<file path="src/rtl/button_pkg.sv">
// button_pkg: state encodings and default 27 MHz timing constants for the button debouncer.
package button_pkg;

    localparam logic [2:0] IDLE       = 3'd0;
    localparam logic [2:0] PRESS_WAIT = 3'd1;
    localparam logic [2:0] HELD       = 3'd2;
    localparam logic [2:0] LONG_HELD  = 3'd3;
    localparam logic [2:0] REL_WAIT_S = 3'd4;
    localparam logic [2:0] REL_WAIT_L = 3'd5;

    // 10 ms debounce and 1 s long-press at 27 MHz
    localparam int DEBOUNCE_CYCLES_27M = 270000;
    localparam int LONG_CYCLES_27M     = 27000000;

endpackage

</file>
<file path="src/rtl/sync_2ff.sv">
// sync_2ff: two-flop synchronizer for an asynchronous single-bit input.
//   clk   in  destination clock
//   rst_n in  asynchronous active-low reset; both flops load RESET_VAL
//   d     in  asynchronous input
//   q     out synchronized output, 2 cycles latency
module sync_2ff #(
    parameter logic RESET_VAL = 1'b0
) (
    input  logic clk,
    input  logic rst_n,
    input  logic d,
    output logic q
);

    logic s1_q, s2_q;

    always_ff @(posedge clk or negedge rst_n) begin
        if (!rst_n) begin
            s1_q <= RESET_VAL;
            s2_q <= RESET_VAL;
        end else begin
            s1_q <= d;
            s2_q <= s1_q;
        end
    end

    assign q = s2_q;

endmodule

</file>
<file path="src/rtl/button_debounce.sv">
// button_debounce: synchronizes and debounces a push-button pin into level and event pulses.
//   clk         in  system clock
//   rst_n       in  asynchronous active-low reset
//   btn_raw     in  asynchronous button pin
//   btn_level   out debounced state, 1 = pressed
//   btn_press   out one-cycle pulse on accepted press
//   btn_release out one-cycle pulse on accepted release
//   btn_long    out one-cycle pulse when a press has been held LONG_CYCLES
module button_debounce
    import button_pkg::*;
#(
    parameter int DEBOUNCE_CYCLES = DEBOUNCE_CYCLES_27M,
    parameter int LONG_CYCLES     = LONG_CYCLES_27M,
    parameter bit ACTIVE_LOW      = 1'b1
) (
    input  logic clk,
    input  logic rst_n,
    input  logic btn_raw,
    output logic btn_level,
    output logic btn_press,
    output logic btn_release,
    output logic btn_long
);

    localparam int CW = $clog2(LONG_CYCLES + 1);
    localparam logic [CW-1:0] DB_LAST   = CW'(DEBOUNCE_CYCLES - 1);
    localparam logic [CW-1:0] LONG_LAST = CW'(LONG_CYCLES - 1);
    localparam logic [CW-1:0] CNT_MAX   = '1;

    logic          pin_s, p;
    logic [2:0]    state_q, state_d;
    logic [CW-1:0] cnt_q, cnt_d, cnt_inc;
    logic          level_q, level_d, press_q, press_d, release_q, release_d, long_q, long_d;

    sync_2ff #(.RESET_VAL(ACTIVE_LOW)) u_sync (
        .clk  (clk),
        .rst_n(rst_n),
        .d    (btn_raw),
        .q    (pin_s)
    );

    assign p = pin_s ^ ACTIVE_LOW;

    always_comb begin
        state_d = state_q;
        case (state_q)
            IDLE:       state_d = p ? PRESS_WAIT : IDLE;
            PRESS_WAIT: state_d = !p ? IDLE : (cnt_q == DB_LAST) ? HELD : PRESS_WAIT;
            // a release seen on the long-press cycle wins: no long pulse
            HELD:       state_d = !p ? REL_WAIT_S : (cnt_q == LONG_LAST) ? LONG_HELD : HELD;
            LONG_HELD:  state_d = p ? LONG_HELD : REL_WAIT_L;
            REL_WAIT_S: state_d = p ? HELD : (cnt_q == DB_LAST) ? IDLE : REL_WAIT_S;
            REL_WAIT_L: state_d = p ? LONG_HELD : (cnt_q == DB_LAST) ? IDLE : REL_WAIT_L;
            default:    state_d = IDLE;
        endcase
        cnt_inc   = (cnt_q == CNT_MAX) ? cnt_q : cnt_q + CW'(1);
        // every state entry restarts the counter, so HELD re-entered after a
        // bounce measures long-press time from the last stable press
        cnt_d     = (state_d != state_q) ? '0 : cnt_inc;
        press_d   = (state_q == PRESS_WAIT) && (state_d == HELD);
        long_d    = (state_q == HELD) && (state_d == LONG_HELD);
        release_d = (state_d == IDLE) && ((state_q == REL_WAIT_S) || (state_q == REL_WAIT_L));
        level_d   = (state_d == HELD) || (state_d == LONG_HELD) ||
                    (state_d == REL_WAIT_S) || (state_d == REL_WAIT_L);
    end

    always_ff @(posedge clk or negedge rst_n) begin
        if (!rst_n) begin
            state_q   <= IDLE;
            cnt_q     <= '0;
            level_q   <= 1'b0;
            press_q   <= 1'b0;
            release_q <= 1'b0;
            long_q    <= 1'b0;
        end else begin
            state_q   <= state_d;
            cnt_q     <= cnt_d;
            level_q   <= level_d;
            press_q   <= press_d;
            release_q <= release_d;
            long_q    <= long_d;
        end
    end

    assign btn_level   = level_q;
    assign btn_press   = press_q;
    assign btn_release = release_q;
    assign btn_long    = long_q;

endmodule

</file>
<file path="config.mk">
export PLATFORM = sky130hd
export DESIGN_NAME = button_debounce
export DESIGN_NICKNAME = d
export VERILOG_FILES = /design/src/rtl/button_pkg.sv /design/src/rtl/sync_2ff.sv /design/src/rtl/button_debounce.sv
export SDC_FILE = /design/constraint.sdc
export NUM_CORES = 1
export LEC_CHECK = 0
export ABC_AREA = 1
export BUFFER_PORTS_ARGS = -buffer_cell sky130_fd_sc_hd__buf_2
export CORE_MARGIN = 4
export CORE_UTILIZATION = 40
export CTS_CLUSTER_DIAMETER = 50
export DETAILED_ROUTE_END_ITERATION = 6
export PLACE_DENSITY = 0.65
export SLEW_MARGIN = 5
export SYNTH_ARGS = -nofsm -noshare
export SYNTH_HDL_FRONTEND = slang
export SYNTH_HIERARCHICAL = 1
export SYNTH_SLANG_ARGS = --single-unit
</file>
<file path="constraint.sdc">
create_clock -name clk -period 1.9 [get_ports clk]
set_input_delay 0.285 -clock clk [delete_from_list [all_inputs] [get_ports clk]]
set_output_delay 0.285 -clock clk [all_outputs]
set_load 0.01 [all_outputs]
</file>
==> impl_metrics.csv <==
group,metric,value,unit
pwr,p_leak,1.19,nW
place,dp.cells,379,
global_routing,grt_pass1_wl,8.97,mm
min_path,hp-class,"in2async",
pwr,power.density,691,mW/mm^2
floorplanning,die_y,83.2,um
floorplanning,pin_count,7,
run_status,outcome,"completed",
finish,instances_no_fill,393,
pwr,switching_power,0.551,mW
synth,synth.distinct_cells,30,
synth,netlist.area_leader.share,35.4,%
pwr,p_sw_share,29.2,%
floorplanning,dieArea,0.00693,mm^2
worst_setup_path,reg2regPathDepth,12,
sta,slew_violations,0,
worst_setup_path,path_cells,"ha_2, nand2_4, nor2_8, nand3_2, nor2_2, nand2_2, a21oi_4, nand2_2, nand2_2, nand3_4, clkbuf_16, nor2_4",
floorplanning,die_w,83.2,um
sta,finalSetupTns,0,ns
floorplanning,rows,27,
global_routing,gr-total-overflow,0,
sta,max-slew-margin-rel,48.8,%
worst_setup_path,r2r-end,"cnt_q[15]",
place,dpl_cell_area,0.00244,mm^2
place,io_buffers,6,
global_routing,grt_pass1_vias,1902,
sta,rsz0062_at_grt,"yes",
synth,ys_seq_elements,34,
worst_setup_path,slowest_delay,0.36,ns
detailed_routing,drc_errors,0,
synth,synth_area,0.00226,mm^2
finish,area_delta_synth_final,20.8,%
sta,report.final.setup_viol,0,
pwr,seqPwrFrac,41.8,%
worst_setup_path,critPathRequiredTime,2.13,ns
floorplanning,start_util,41.1,%
detailed_routing,wl_per_cell,13.4,um
sta,clock_skew,0.00286,ns
detailed_routing,drtIter0Drc,137,
sta,fmax,532,MHz
clocking,cts_made_buffers,5,
finish,fillerInstances,544,
clocking,postCtsHoldBufs,0,
synth,yosys.area.top_type,"dfrtp_1",
worst_setup_path,r2r_slack,0.02,ns
sta,hold_violations,0,
pwr,vdd_drop_max,0.000329,V
place,pre_cts_slack,0.0127,ns
pwr,power.share.clock,35.0,%
detailed_routing,first_pass_iters,4,
job,cap_violations,0,
worst_setup_path,crit_type,"reg2reg",
detailed_routing,vias,1914,
global_routing,antenna_found_initial,0,
global_routing,grt_usage,16.1,%
finish,post_route_cells_drive_above_1_share,32.1,%
worst_setup_path,r2r-start,"cnt_q[0]",
detailed_routing,ant_nets,0,
synth,ys_warn_count,6,
sta,timing.final.ws_setup,0.0209,ns
floorplanning,core_area,0.00551,mm^2
clocking,path_clk_slew,0.07,ns
sta,period_needed,1.88,ns
place,hpwlAfterDp,3.73,mm
finish,nNetsFinal,324,
synth,syn_inst,294,
worst_setup_path,cp_max_fo,7,
worst_setup_path,worst_setup_path_start_kind,"flip-flop",
worst_setup_path,cp-end-kind,"flip-flop",
clocking,cts.sinks,34,
finish,diodes,0,
clocking,clock_path_buffers,2,
clocking,clk-insertion-delay-late,0.29,ns
finish,final_area,0.00274,mm^2
sta,worst_pin_slew,0.768,ns
pwr,p_comb_share,23.1,%
worst_setup_path,slowest_stage,"dfrtp_1",
clocking,cts_tree,"yes",
detailed_routing,wl,5.25,mm
synth,ys_seq_area_share,37.7,%
clocking,cts_htree_levels,2,
pwr,p_int,1.34,mW
global_routing,grt_max_degree,35,
clocking,clockRootBuffer,"clkbuf_8",
worst_setup_path,path_common_cell,"nand2_2",
sta,period_share,98.9,%
synth,synth_nets,298,
place,place.gp.congestion,0.968,
synth,syn_avg_cell_area,7.70,um^2
detailed_routing,viasPerCell,4.87,
worst_setup_path,worst_ep_arrival_time,2.10,ns
synth,synth_area_leaders,"dfrtp_1 35%, nand2_1 11%, nor2_4 10%",
[Yosys cell counts, drive strengths merged]
| master | n |
|---|---|
| nand3 | 31 |
| buf | 4 |
| dfrtp | 32 |
| a21boi | 2 |
| o21ai | 12 |
| nor3 | 11 |
| o21bai | 1 |
| nor2 | 66 |
| xor2 | 7 |
| inv | 40 |
| and3 | 1 |
| nand4 | 6 |
| dfstp | 2 |
| nand2 | 71 |
| a211oi | 1 |
| xnor2 | 2 |
| nand3b | 1 |
| a21oi | 2 |
| ha | 1 |
| nor4 | 1 |
[worst max-delay path: cells and delay by family (launching register included)]
family / cells / cell delay, ns
AND/OR/NAND/NOR: 9 / 0.85
adder cells (fa/ha/maj): 1 / 0.21
flip-flops: 1 / 0.36
AO/OA/AOI/OAI: 1 / 0.16
buffers and inverters: 1 / 0.23
[area by class of cell]
type                            count  area, um^2  area share (%)
Clock buffer                        5        68.8            2.52
Inverter                           40         150            5.49
Clock inverter                      3        40.0            1.46
Multi-Input combinational cell    216        1310            48.0
Tap cell                           72        90.1            3.29
Timing Repair Buffer               23         218            7.96
Sequential cell                    34         856            31.3
[metal layers]
| layer | vias to the layer above | GRT usage [%] | share of wire, % |
|---|---|---|---|
| met2 | 25 | 25.1 | 48 |
| met1 | 896 | 20.8 | 45 |
| li1 | 982 | - | - |
| met3 | 11 | 3.47 | 2.8 |
| met5 | - | 0 | 0 |
| met4 | 0 | 8.17 | 3.5 |
[worst max path at each step]
stage                from         to  depth (start not counted)
2_1_floorplan    cnt_q[0]   cnt_q[3]                         11
3_3_place_gp     cnt_q[1]   cnt_q[5]                         12
3_5_place_dp   state_q[2]  cnt_q[12]                         11
4_1_cts        state_q[2]  cnt_q[12]                         11
5_1_grt          cnt_q[0]  cnt_q[23]                         12
6_report         cnt_q[0]  cnt_q[15]                         12
[kinds of logic after synthesis]
kind of cell / count (synthesis) / synth area share [%]
flops: 34 / 37.7
compound gates: 18 / 5.09
simple gates: 188 / 44.3
xor+xnor: 9 / 3.48
fa+ha+maj: 1 / 0.553
buf+inv: 44 / 8.84
[cells in the final DEF, fill, tap and decap left out, drive strengths merged]
| cell | n |
|---|---|
| nand4 | 6 |
| dfrtp | 32 |
| nor3 | 11 |
| nand3 | 31 |
| nor2 | 66 |
| dfstp | 2 |
| xnor2 | 2 |
| a21oi | 2 |
| clkbuf | 7 |
| bufinv | 1 |
| buf | 21 |
| xor2 | 7 |
| nand2 | 71 |
| and3 | 1 |
| inv | 40 |
| nor4 | 1 |
| a21boi | 2 |
| nand3b | 1 |
| ha | 1 |
| clkinv | 2 |
| a211oi | 1 |
| o21ai | 12 |
| o21bai | 1 |
[flip-flops by register name, summed over array words and instances (netlist names)]
name and flops:
cnt_q 25, state_q 3, btn_level 1, btn_long 1, btn_press 1, btn_release 1
u_sync/q 1, u_sync/s1_q 1
[what timing repair did]
action / 4_1_cts / 5_1_grt
setup endpoints to repair: 1 / 26
cloned: 0 / 2
resized for setup: 1 / 30
pin swaps: 0 / 4
buffers inserted: 0 / 4
[power groups by stage]
| stage | registers (mW) | clock network, mW | logic [mW] |
|---|---|---|---|
| CTS | 0.785 | 0.681 | 0.350 |
| global route | 0.794 | 0.713 | 0.484 |
| finish | 0.790 | 0.662 | 0.437 |
| global placement | 0.797 | 0 | 0.343 |
| detailed placement | 0.799 | 0 | 0.347 |
| floorplan | 0.794 | 0 | 0.276 |
[per-stage QoR]
stage	hold slack [ns]	utilization (%)	power (mW)
floorplan	-0.0106	-	1.07
global placement	0.347	44.3	1.14
detailed placement	0.349	44.3	1.15
CTS	0.0790	46.4	1.82
global route	0.0743	49.7	1.99
finish	0.0664	49.7	1.89
(Power assumes the default switching activity.)
